==> src/rtl/sram_sample_reader.sv <==
// sram_sample_reader: streams a run of words out of the two 512x32 sample
// SRAM banks over a 32-bit valid/ready interface. Reads go out on the SRAM
// read-only port, the one-cycle macro latency is absorbed by a small FIFO,
// and read issue is throttled so that FIFO can never overflow.
//
// Stream handshake: m_valid_o means m_data_o holds the FIFO head; a word
// moves on any rising edge where m_valid_o and m_ready_i are both high.
// While m_valid_o is high and m_ready_i is low, m_data_o does not change.
module sram_sample_reader #(
    parameter int FIFO_DEPTH = 4
) (
    input  logic        wb_clk_i,
    input  logic        wb_rst_i,
    input  logic        start_i,
    input  logic        abort_i,
    input  logic [9:0]  start_addr_i,
    input  logic [10:0] length_i,
    output logic        busy_o,
    output logic        done_o,
    output logic [10:0] xfer_count_o,
    output logic [1:0]  mem_renb_o,
    output logic [8:0]  mem_raddr_o,
    input  logic [31:0] mem0_data_i,
    input  logic [31:0] mem1_data_i,
    output logic [31:0] m_data_o,
    output logic        m_valid_o,
    input  logic        m_ready_i
);

    localparam int AW = (FIFO_DEPTH > 1) ? $clog2(FIFO_DEPTH) : 1;
    localparam int CW = AW + 1;
    localparam logic [CW:0] LIMIT = (CW + 1)'(FIFO_DEPTH - 1);

    typedef enum logic [1:0] {
        IDLE  = 2'd0,
        READ  = 2'd1,
        FLUSH = 2'd2,
        DONE  = 2'd3
    } state_t;

    // FSM state is kept as a named enum so checkers can bind to it directly.
    state_t state;

    logic [9:0]  addr;
    logic [10:0] remaining;
    logic        rd_pend;
    logic        rd_bank;

    logic [31:0]   fifo_mem [FIFO_DEPTH];
    logic [AW-1:0] wr_ptr;
    logic [AW-1:0] rd_ptr;
    logic [CW-1:0] count;

    logic          push;
    logic          pop;
    logic          rd_now;
    logic          space_ok;
    logic [31:0]   push_data;
    logic [CW-1:0] count_n;
    logic [AW-1:0] rd_ptr_n;
    logic [31:0]   head_n;
    logic [10:0]   len_clamped;

    // Next-state FIFO bookkeeping and the read throttle.
    always_comb begin
        push        = rd_pend;
        push_data   = rd_bank ? mem1_data_i : mem0_data_i;
        pop         = m_valid_o & m_ready_i;
        rd_now      = (mem_renb_o != 2'b11);
        count_n     = count + {{AW{1'b0}}, push} - {{AW{1'b0}}, pop};
        rd_ptr_n    = pop ? rd_ptr + AW'(1) : rd_ptr;
        // When the FIFO drains to just the word being pushed, that word is
        // the new head and has not reached the array yet.
        head_n      = (push && (count == {{AW{1'b0}}, pop})) ? push_data : fifo_mem[rd_ptr_n];
        // A new read is allowed if, after this edge, stored words plus the
        // read still in the SRAM leave room for it.
        space_ok    = ({1'b0, count_n} + {{CW{1'b0}}, rd_now}) <= LIMIT;
        len_clamped = (length_i > 11'd1024) ? 11'd1024 : length_i;
    end

    // FIFO storage; stale entries past the pointers are never observed.
    always_ff @(posedge wb_clk_i) begin
        if (push) begin
            fifo_mem[wr_ptr] <= push_data;
        end
    end

    // Return-path tag pipe, FIFO pointers and registered stream outputs.
    always_ff @(posedge wb_clk_i) begin
        if (wb_rst_i || abort_i) begin
            wr_ptr    <= '0;
            rd_ptr    <= '0;
            count     <= '0;
            m_valid_o <= 1'b0;
            rd_pend   <= 1'b0;
            rd_bank   <= 1'b0;
            if (wb_rst_i) begin
                m_data_o <= 32'd0;
            end
        end else begin
            rd_pend   <= rd_now;
            rd_bank   <= ~mem_renb_o[1];
            if (push) begin
                wr_ptr <= wr_ptr + AW'(1);
            end
            rd_ptr    <= rd_ptr_n;
            count     <= count_n;
            m_valid_o <= (count_n != '0);
            if (count_n != '0) begin
                m_data_o <= head_n;
            end
        end
    end

    // Transfer FSM: read issue, word counting and status outputs.
    always_ff @(posedge wb_clk_i) begin
        if (wb_rst_i) begin
            state        <= IDLE;
            addr         <= 10'd0;
            remaining    <= 11'd0;
            busy_o       <= 1'b0;
            done_o       <= 1'b0;
            xfer_count_o <= 11'd0;
            mem_renb_o   <= 2'b11;
            mem_raddr_o  <= 9'd0;
        end else if (abort_i) begin
            state      <= IDLE;
            busy_o     <= 1'b0;
            done_o     <= 1'b0;
            mem_renb_o <= 2'b11;
        end else begin
            done_o     <= 1'b0;
            mem_renb_o <= 2'b11;
            if (pop) begin
                xfer_count_o <= xfer_count_o + 11'd1;
            end
            case (state)
                IDLE: begin
                    if (start_i) begin
                        xfer_count_o <= 11'd0;
                        busy_o       <= 1'b1;
                        if (len_clamped == 11'd0) begin
                            // Nothing to read: drain check passes at once.
                            state <= FLUSH;
                        end else begin
                            // First read goes out on the start edge itself.
                            state       <= READ;
                            mem_renb_o  <= start_addr_i[9] ? 2'b01 : 2'b10;
                            mem_raddr_o <= start_addr_i[8:0];
                            addr        <= start_addr_i + 10'd1;
                            remaining   <= len_clamped - 11'd1;
                        end
                    end
                end
                READ: begin
                    if (remaining == 11'd0) begin
                        state <= FLUSH;
                    end else if (space_ok) begin
                        mem_renb_o  <= addr[9] ? 2'b01 : 2'b10;
                        mem_raddr_o <= addr[8:0];
                        addr        <= addr + 10'd1;
                        remaining   <= remaining - 11'd1;
                    end
                end
                FLUSH: begin
                    if ((count == '0) && !rd_pend && !rd_now) begin
                        state  <= DONE;
                        done_o <= 1'b1;
                    end
                end
                DONE: begin
                    state  <= IDLE;
                    busy_o <= 1'b0;
                end
                default: begin
                    state <= IDLE;
                end
            endcase
        end
    end

endmodule
==> config.mk <==
export PLATFORM = sky130hd
export DESIGN_NAME = sram_sample_reader
export DESIGN_NICKNAME = d
export VERILOG_FILES = /design/src/rtl/sram_sample_reader.sv
export SDC_FILE = /design/constraint.sdc
export NUM_CORES = 1
export LEC_CHECK = 0
export BUFFER_PORTS_ARGS = -buffer_cell sky130_fd_sc_hd__clkbuf_2
export CORE_MARGIN = 2
export CORE_UTILIZATION = 50
export DETAILED_ROUTE_END_ITERATION = 10
export PLACE_DENSITY = 0.79
export SLEW_MARGIN = 15
export SYNTH_ARGS = -nofsm -noshare
export SYNTH_HDL_FRONTEND = slang
export SYNTH_SLANG_ARGS = --single-unit
==> constraint.sdc <==
create_clock -name wb_clk_i -period 6.2 [get_ports wb_clk_i]
set_clock_uncertainty 0.05 [all_clocks]
set_input_delay 0.62 -clock wb_clk_i [delete_from_list [all_inputs] [get_ports wb_clk_i]]
set_output_delay 0.62 -clock wb_clk_i [all_outputs]
set_load 0.02 [all_outputs]
# == After elaboration in Yosys (flattened, before gate mapping) ==
# Memory sizes are Yosys's and may differ from the RTL's.
# Index checks and enable logic that the tools add are counted.
# classes
addsub,10
n_lt_le_gt_ge,2
eq_ne,12
mux,42
bitwise,4
n_reduce_logical,20
# op_table
operator,count
$mux W32,5
$mux W11,8
$mux W10,4
$mux W9,4
$logic_not A11 Y1,2
$mux W2,11
$pmux W11 S2,1
$sub A11 B1 Y11 const B,2
$add A10 B1 Y10 const B,2
$pmux W10 S2,1
$pmux W9 S2,1
$ne A2 B2 Y1 const B,8
$add A11 B1 Y11 const B,1
$gt A11 B11 Y1 const B,1
$pmux W2 S4,1
$reduce_and A6 Y1,1
$reduce_bool A2 Y1,3
$add A2 B1 Y2 const B,2
$add A3 B1 Y4,1
$eq A2 B2 Y1 const B,2
$le A4 B2 Y1 const B,1
$mux W1,4
$pmux W2 S2,1
$reduce_and A2 Y1,2
16 further kinds,21
# totals
ff_bits,89
ram_bits,128
wordCells,106
n_memories,1
# mem_list
name,depth,width,rd,rd_ports_with_merged_regs,write_ports,line,source
fifo_mem,4,32,1,0,1,49,logic [31:0] fifo_mem [FIFO_DEPTH];

# == Logic depth before layout (Yosys ltp) ==
# Gate-level depths: netlist of the first run.
# depth
word_depth,7
mapped_depth,13
mapped_depth_nobuf,11

# == Least setup slack after synthesis of the first run ==
# OpenSTA, ideal clock, no wires.
# synth_path
path_type,input to register
startpoint,input port m_ready_i
endpoint,register addr[3]
setup_time_ns,0.074
t_arrival_ns,2.785
required_ns,6.076
setup_slack_ns,3.291
stages,11
path_buffers,0
path_cell_list,nand2_1 or2_2 nand2_1 ha_1 fa_1 nand2_1 o211a_4 and2_4 o21ai_2 or4_1 a31oi_1
# synth_between
elab_chain_cells,6
# synth_rtl
element,line,source
from (decl),27,input logic m_ready_i
$and A1 B1 Y1,68,pop = m_valid_o & m_ready_i;
$sub A3 B1 Y3,70,"count_n = count + {{AW{1'b0}}, push} - {{AW{1'b0}}, pop};"
via count_n[1],59,logic [CW-1:0] count_n;
$add A3 B1 Y4,77,"space_ok = ({1'b0, count_n} + {{CW{1'b0}}, rd_now}) <= LIMIT;"
$le A4 B2 Y1,77,
$ne A2 B2 Y1 (no line),-,
$reduce_and A6 Y1 (no line),-,
to (signal assigned),150,addr <= start_addr_i + 10'd1;
to (signal assigned),161,addr <= addr + 10'd1;
to (decl),44,logic [9:0] addr;
# The timed path passes the listed nets, and every way through them passes these cells.
# A chain may end at the register's enable or synchronous reset.

# == Worst setup path in the final report of the first run ==
# layout_path
startpoint,register m_valid_o
endpoint,register addr[8]
# layout_between
elab_chain_cells,6
# layout_rtl
element,line,source
from (decl),26,"output logic m_valid_o,"
from (signal assigned),108,m_valid_o <= (count_n != '0);
$and A1 B1 Y1,68,
$sub A3 B1 Y3,70,
via count_n[1],59,
$add A3 B1 Y4,77,
$le A4 B2 Y1,77,
$ne A2 B2 Y1 (no line),-,
$reduce_and A6 Y1 (no line),-,
# The timed path passes the listed nets, and every way through them passes these cells.

==> results of run 1 <==
[per-stage QoR]
step	cells	hold WS, ns	worst slack (ns)
6_report	1160	0.347	2.91
3_5_place_dp	1118	0.379	2.56
4_1_cts	1160	0.333	2.91
5_1_grt	1160	0.333	2.62
2_1_floorplan	751	0.395	3.29
3_3_place_gp	1118	0.359	2.61
[where the power goes]
part	internal (mW)	leakage, nW	total [mW]	switching [mW]
clock network	0.782	0.365	1.34	0.555
registers	1.61	1.95	1.63	0.0287
logic	0.122	1.87	0.323	0.201
total	2.51	4.18	3.30	0.785
[final timing paths]
| check | slack [ns] | from | cells after the start | endpoint |
|---|---|---|---|---|
| max | 2.91 | m_valid_o | 11 | addr[8] |
| min | 0.35 | start_addr_i[9] | 2 | mem_renb_o[1] |
| max reg2reg | 2.91 | m_valid_o | 11 | addr[8] |
| min reg2reg | 0.39 | mem_renb_o[1] | 1 | rd_bank |
[registers in the layout (all words and copies together), names as in the netlist, 2 cells and up]
name          cells
xfer_count_o     11
mem_raddr_o       9
remaining        11
count             3
fifo_mem        128
state             2
wr_ptr            2
mem_renb_o        2
m_data_o         32
rd_ptr            2
addr             10
[area by class of cell]
class	instances	area [µm²]	area share (%)
clock buffers	32	651	5.74
clock inverters	10	95.1	0.839
inverters	17	63.8	0.563
multi-input cells	473	3490	30.8
flip-flops and latches	217	5950	52.5
well taps	260	325	2.87
repair buffers	151	768	6.78
[worst max-delay path, cell delays in order (launching register included)]
cell and delay [ns]:
dfxtp_1 0.40, nand2_1 0.21, or2_2 0.36, nand2_1 0.07
ha_1 0.16, fa_1 0.45, nand2_1 0.11, o211a_4 0.16
nand2_1 0.11, a21oi_4 0.71, o211ai_1 0.19, a31oi_1 0.21
[layer usage]
| layer | GRT usage, % | vias up | share of wire [%] |
|---|---|---|---|
| met1 | 27.7 | 3140 | 43 |
| met4 | 4.79 | 0 | 1.5 |
| met2 | 33.3 | 252 | 49 |
| met5 | 0 | - | 0 |
| met3 | 3.55 | 26 | 6.7 |
| li1 | - | 3066 | - |
[logic make-up (layout without fill, tap and decap cells)]
group,after synthesis,count (layout),synth area share [%]
simple gates,246,246,12.1
flops,217,217,61.6
compound gates,126,126,8.14
mux,69,69,11.7
buf+inv,61,210,2.67
xor+xnor,19,19,1.97
fa+ha+maj,13,13,1.76
[synthesized netlist by cell type, types with 2 or more instances]
| cell type | instances | share of area, % |
|---|---|---|
| nand4b_1 | 2 | 0.18 |
| and4_1 | 3 | 0.27 |
| nand2b_1 | 3 | 0.19 |
| xnor2_1 | 5 | 0.45 |
| nand4_1 | 6 | 0.39 |
| nor3b_1 | 15 | 1.2 |
| mux4_2 | 32 | 7.5 |
| a21oi_1 | 66 | 3.4 |
| nor3_1 | 11 | 0.57 |
| nor2b_1 | 4 | 0.26 |
| mux2i_1 | 3 | 0.31 |
| a32oi_1 | 3 | 0.27 |
| o221ai_1 | 2 | 0.18 |
| a31oi_1 | 11 | 0.71 |
| a211oi_1 | 9 | 0.70 |
| o21ai_1 | 2 | 0.10 |
| buf_2 | 8 | 0.41 |
| buf_1 | 4 | 0.16 |
| dfxtp_1 | 57 | 12 |
| nand3_1 | 13 | 0.67 |
| and3_1 | 4 | 0.26 |
| a21o_1 | 2 | 0.16 |
| edfxtp_1 | 160 | 50 |
| and2_1 | 10 | 0.65 |
| nor4_1 | 3 | 0.19 |
| buf_4 | 5 | 0.39 |
| nor4b_1 | 2 | 0.18 |
| o31ai_1 | 5 | 0.39 |
| ha_1 | 12 | 1.6 |
| mux2_2 | 34 | 4.0 |
| o21ai_0 | 9 | 0.47 |
| or2_2 | 3 | 0.19 |
| xor2_1 | 12 | 1.1 |
| inv_1 | 17 | 0.66 |
| clkbuf_1 | 27 | 1.1 |
| nand3b_1 | 3 | 0.23 |
| nor2_1 | 51 | 2.0 |
| nand2_1 | 107 | 4.2 |
==> results.cfg, run 1 <==
[clocking]
clkLatencyLatePin_ns = 0.52
cts-htree-levels = 1
cts_made_buffers = 23
clock_sinks = 217
cts.clk_slew.worst_paths_ns = 0.06
cts_buffer_depth = 3
postCtsSetupRepairBufs = 0
cts_root_buffer = clkbuf_16
cts_tree = done
post_cts_resized = 0
hold_buffers = 0

[floorplanning]
ios = 147
die-area_um2 = 20400
rows = 50
core_um2 = 18800
start_util_pct = 51.3
die_w_um = 143
fp.dieH_um = 143

[timing]
relSlewSlack_pct = 32.0
hold_viol = 0
maxSlewViolCount = 0
finalSetupTns_ns = 0
fin_crit_sh_pct = 53.1
timing.fmax_mhz = 304
period_minus_slack_ns = 3.29
finalSetupViolCount = 0
tightest_slew_ns = 1.02
rsz0062_at_grt = no

[drt]
first_pass_iters = 5
vias = 6484
vias_per_cell = 5.59
final_antenna_net_count = 0
wl_um = 20400
wl_per_cell_um = 17.6
drc_errors = 0
drtIter0Drc = 481

[placed_design]
placed_area_um2 = 10600
place_congestion = 0.798
numPortBuffers = 146
hpwlAfterDp_um = 12600

[run]
maxCapViolations = 0

[cells_and_area]
fill_cells = 1426
stdcell_area_um2 = 11300
final_common_cell = edfxtp_1
final_cell_mix = edfxtp_1, clkbuf_2, nand2_1, a21oi_1, dfxtp_1
utilization_pct = 60.2
area_delta_synth_final_pct = 17.4
diodes = 0
drive_above_1_share_pct = 30.0
fin_nets = 986

[yosys]
synth_area_um2 = 9650
synth_cells = 751
synth_seq_cells = 217
synth_warnings = 0
synth_seq_area_share_pct = 61.6
synth_area_per_cell_um2 = 12.9
async_flop_share_pct = 0
yosys_most_used_dff = edfxtp_1
synth_cell_types = 64
synth_edf_count = 160
synth.net_count = 854

[worst_setup_path]
worst-setup-path-type = reg -> reg
critPathLaunchType = flop
critPathMaxFanout = 34
required_ns = 6.57
crit_path_end_kind = flop
cp.arrival_ns = 3.66

[power_and_ir_drop]
p_leak_nw = 4.18
finalPower_mw = 3.30
peakVddDrop_v = 0.000224
p_per_area_nw_per_um2 = 291

[grt]
grt_pass1_vias = 6198
grt_max_degree = 63
grtUsageTotal_pct = 20.1
grt_overflow_total = 0
grt_first_pass_wirelength_um = 32400
antenna_found_initial = 0

[hold_path]
hp-class = in -> reg

[run_status]
status = finished clean
(Power assumes the default switching activity.)
==> run 2: changes to the inputs <==
==> constraint.sdc (replaced) <==
create_clock -name wb_clk_i -period 3.3 [get_ports wb_clk_i]
set_clock_uncertainty 0.05 [all_clocks]
set_input_delay 0.33 -clock wb_clk_i [delete_from_list [all_inputs] [get_ports wb_clk_i]]
set_output_delay 0.33 -clock wb_clk_i [all_outputs]
set_load 0.02 [all_outputs]
==> results.cfg, run 2 (synthesis gave the netlist of run 1 again) <==
[worst_setup_path]
critPathMaxStageDelay_ns = 0.52
required_ns = 3.68
slowest_stage = or4_1
cp.arrival_ns = 3.31
critPathMaxFanout = 22
path_buf_inv = 1
cp_cell_sequence = nand2_1, or2_2, nand2_1, ha_1, fa_1, nand2_1, o211a_4, and2_4, o21ai_2, buf_4, or4_1, a31oi_1
critPathLaunchType = flop
worst-setup-path-type = reg -> reg
crit_top_cell = nand2_1
path_delay_family = simple AND/OR/NAND/NOR gates
crit_path_end_kind = flop

[timing]
finalSetupTns_ns = 0
maxSlewViolCount = 0
finalSetupViolCount = 0
relSlewSlack_pct = 40.4
tightest_slew_ns = 0.893
fin_crit_sh_pct = 88.9
timing.fmax_mhz = 341
worst_slack_ns = 0.365
rsz0062_at_grt = no
hold_viol = 0
period_minus_slack_ns = 2.93

[drt]
final_antenna_net_count = 0
drtIter0Drc = 425
first_pass_iters = 5
wl_per_cell_um = 17.1
vias_per_cell = 5.56
drc_errors = 0
vias = 6504
wl_um = 20000

[cells_and_area]
final_common_cell = edfxtp_1
regMostFlops = fifo_mem
fin_nets = 995
multiInputGateArea_um2 = 3490
largest_reg_flops = 128
diodes = 0
top_regs = fifo_mem x128, m_data_o x32
utilization_pct = 60.5
final_cell_mix = edfxtp_1, clkbuf_2, nand2_1, a21oi_1, dfxtp_1
fill_cells = 1435
regArea_um2 = 5950
instances_no_fill = 1169
area_delta_synth_final_pct = 18.1
drive_above_1_share_pct = 30.6

[placed_design]
hpwlAfterDp_um = 12600
place_congestion = 0.815
numPortBuffers = 146
dp.cells = 1127
pre_cts_slack_ns = 0.318

[clocking]
post_cts_resized = 0
cts_tree = done
cts.clk_slew.worst_paths_ns = 0.06
postCtsSetupRepairBufs = 0
cts-htree-levels = 1
cts_buffer_depth = 3
clock_sinks = 217
clkLatencyLatePin_ns = 0.49
cts_made_buffers = 23
hold_buffers = 0
cts_root_buffer = clkbuf_16

[floorplanning]
die-area_um2 = 20400
start_util_pct = 51.3
fp.dieH_um = 143
ios = 147
core_um2 = 18800
die_w_um = 143
rows = 50

[grt]
grt_overflow_total = 0
grt_max_degree = 44
grt_first_pass_wirelength_um = 31600
grtUsageMet2_pct = 33.1
grt_pass1_vias = 6258
met3_usage_pct = 2.85
grt-busiest-layer = met2
grtUsageTotal_pct = 19.4
antenna_found_initial = 0
grt_util_met1_pct = 26.4

[power_and_ir_drop]
peakVddDrop_v = 0.000406
p_clk_share_pct = 39.2
p_int_mw = 4.63
combPwrFrac_pct = 10.3
p_leak_nw = 4.21
p_sw_mw = 1.45
p_per_area_nw_per_um2 = 533
p_sw_share_pct = 23.8
seq_power_share_pct = 50.5

[run]
maxCapViolations = 0

[hold_path]
hp-class = in -> reg

[run_status]
status = finished clean
run 2: changes by cell type in the layout (fill, tap and decap cells not counted), sizes merged:
cell | previous run | this run
clkinvlp | 1 | 2
buf | 5 | 14
clkbuf | 178 | 174
clkinv | 6 | 10
inv | 19 | 18
run 2: worst paths after layout:
kind	slack [ns]	depth (start not counted)	end	from
worst max-delay path	0.37	12	addr[3]	m_valid_o
worst min-delay path	0.07	2	mem_renb_o[1]	start_addr_i[9]
worst max register to register	0.37	12	addr[3]	m_valid_o
worst min register to register	0.42	2	mem_raddr_o[1]	mem_raddr_o[1]
run 2: through the flow:
stage	hold WS, ns	instance area (µm²)	total power [mW]
after floorplan	0.395	9650	3.53
after global placement	0.391	10700	3.73
after detailed placement	0.399	10700	3.75
after CTS	0.0454	11400	6.12
after global routing	0.0528	11400	6.29
final	0.0710	11400	6.08
run 2: worst register-to-register path: cells and delay by family (launching register included):
kind,cells,cell delay [ns]
AND/OR/NAND/NOR,6,1.28
adder cells (fa/ha/maj),2,0.60
buffers and inverters,1,0.23
flip-flops,1,0.36
AO/OA/AOI/OAI,3,0.37
run 2: per-layer routing:
metal / share of wire, % / wire length [µm]
met1: 43 / 8620
met3: 6.7 / 1340
met5: 0 / 0
met2: 48 / 9680
met4: 1.7 / 340
run 2: final cells by class:
class	count	share of cell area (%)
multi-input cells	473	30.6
flip-flops and latches	217	52.2
repair buffers	160	7.66
inverters	17	0.560
clock buffers	28	5.21
clock inverters	14	0.944
well taps	260	2.85
run 2: power by group through the flow:
stage | Combinational (mW) | Clock (mW) | Sequential [mW]
2_1_floorplan | 0.368 | 0 | 3.16
3_3_place_gp | 0.610 | 0 | 3.12
3_5_place_dp | 0.622 | 0 | 3.12
4_1_cts | 0.625 | 2.43 | 3.07
5_1_grt | 0.687 | 2.53 | 3.08
6_report | 0.625 | 2.38 | 3.07
==> run 3: changes to the inputs <==
--- a/config.mk
+++ b/config.mk
@@ -7,9 +7,9 @@
 export LEC_CHECK = 0
 export BUFFER_PORTS_ARGS = -buffer_cell sky130_fd_sc_hd__clkbuf_2
 export CORE_MARGIN = 2
-export CORE_UTILIZATION = 50
+export CORE_UTILIZATION = 57
 export DETAILED_ROUTE_END_ITERATION = 10
-export PLACE_DENSITY = 0.79
+export PLACE_DENSITY = 0.87
 export SLEW_MARGIN = 15
 export SYNTH_ARGS = -nofsm -noshare
 export SYNTH_HDL_FRONTEND = slang
==> results.cfg, run 3 (synthesis gave the netlist of run 1 again) <==
[worst_setup_path]
crit_top_cell = nand2_1
crit_path_end_kind = flop
cp-endpoint = addr[3]
ff2ff_path_depth = 12
r2r_slack_ns = 0.33
rr_endpoint = addr[3]
critPathLaunchType = flop
cp-startpoint = m_valid_o
critPathMaxStageDelay_ns = 0.52
worstReg2RegStart = m_valid_o
cp.arrival_ns = 3.35
worst-setup-path-type = reg -> reg
critPathMaxFanout = 22
cp_cell_sequence = nand2_1, or2_2, nand2_1, ha_1, fa_1, nand2_1, o211a_4, and2_4, o21ai_2, buf_4, or4_1, a31oi_1
required_ns = 3.68
slowest_stage = or4_1

[clocking]
post_cts_resized = 0
hold_buffers = 0
cts-htree-levels = 1
clkLatencyLatePin_ns = 0.50
cts_buffer_depth = 3
clock_sinks = 217
cts_tree = done
cts_made_buffers = 22
postCtsSetupRepairBufs = 0
cts.clk_slew.worst_paths_ns = 0.06
cts_root_buffer = clkbuf_16

[floorplanning]
core_um2 = 16600
rows = 47
ios = 147
die-area_um2 = 18000
start_util_pct = 58.2
fp.dieH_um = 134
die_w_um = 134

[grt]
grtUsageMet2_pct = 39.1
grt_first_pass_wirelength_um = 31900
grt_overflow_total = 0
grt_max_degree = 44
grtUsageTotal_pct = 22.5
met3_usage_pct = 3.40
antenna_found_initial = 0
grt_util_met1_pct = 29.7
grt_pass1_vias = 6323
grt-busiest-layer = met2

[timing]
finalSetupTns_ns = 0
rsz0062_at_grt = no
hold_viol = 0
fin_crit_sh_pct = 90.1
tightest_slew_ns = 0.929
maxSlewViolCount = 0
relSlewSlack_pct = 38.0
period_minus_slack_ns = 2.97
timing.fmax_mhz = 336
finalSetupViolCount = 0
worst_slack_ns = 0.327

[cells_and_area]
drive_above_1_share_pct = 30.2
regMostFlops = fifo_mem
area_delta_synth_final_pct = 16.9
diodes = 0
fin_nets = 992
largest_reg_flops = 128
final_cell_mix = edfxtp_1, clkbuf_2, nand2_1, a21oi_1, dfxtp_1
final_common_cell = edfxtp_1
stdcell_area_um2 = 11300
top_regs = fifo_mem x128, m_data_o x32
instances_no_fill = 1125

[power_and_ir_drop]
p_leak_nw = 4.19
peakVddDrop_v = 0.000380
finalPower_mw = 6.01
p_per_area_nw_per_um2 = 533

[drt]
wl_um = 20200
drc_errors = 0
wl_per_cell_um = 18.0
final_antenna_net_count = 0
vias = 6564
drtIter0Drc = 456
first_pass_iters = 5
vias_per_cell = 5.83

[run]
maxCapViolations = 0

[run_status]
status = finished clean

[placed_design]
hpwlAfterDp_um = 13000
pre_cts_slack_ns = 0.303
place_congestion = 0.864
dp.cells = 1085
placed_area_um2 = 10600
numPortBuffers = 146

[hold_path]
hp-class = in -> reg
[run 3: worst min path at each step]
stage	from	endpoint	slack, ns	cells after the start
2_1_floorplan	remaining[2]	remaining[2]	0.40	2
3_3_place_gp	mem_renb_o[1]	rd_bank	0.37	1
3_5_place_dp	mem_renb_o[1]	rd_bank	0.39	1
4_1_cts	start_addr_i[9]	mem_renb_o[1]	0.05	2
5_1_grt	start_addr_i[9]	mem_renb_o[1]	0.06	2
6_report	wb_rst_i	m_valid_o	0.07	3
[run 3: layer usage]
metal / vias to the layer above / part of all wire (%) / wire length, µm
met5: - / 0 / 0
met2: 267 / 50 / 10100
met4: 0 / 2.0 / 404
met3: 33 / 7.3 / 1470
li1: 3085 / - / -
met1: 3179 / 41 / 8240
[run 3: worst max-delay path: cells and delay by family, from the launching register on]
family,cells,cell delay [ns]
and+or+nand+nor,6,1.27
adders and majority gates,2,0.63
AOI/OAI and AO/OA,3,0.38
DFF,1,0.36
buffers and inverters,1,0.23
[run 3: power breakdown]
part	leakage, nW	switching [mW]	internal [mW]
clock network	0.335	0.975	1.35
registers	1.95	0.0518	3.02
logic	1.91	0.382	0.239
[run 3: per-stage QoR]
| step | utilization [%] | hold slack [ns] |
|---|---|---|
| after floorplan | - | 0.395 |
| after global placement | 64.0 | 0.371 |
| after detailed placement | 64.0 | 0.387 |
| after CTS | 68.0 | 0.0543 |
| after global routing | 68.0 | 0.0633 |
| final | 68.0 | 0.0721 |
[run 3: cell type report]
class                           instances  area (µm²)
Timing Repair Buffer                  158         833
Inverter                               17        63.8
Fill cell                            1173        5300
Clock inverter                         12        82.6
Tap cell                              220         275
Multi-Input combinational cell        473        3490
Sequential cell                       217        5950
Clock buffer                           28         594
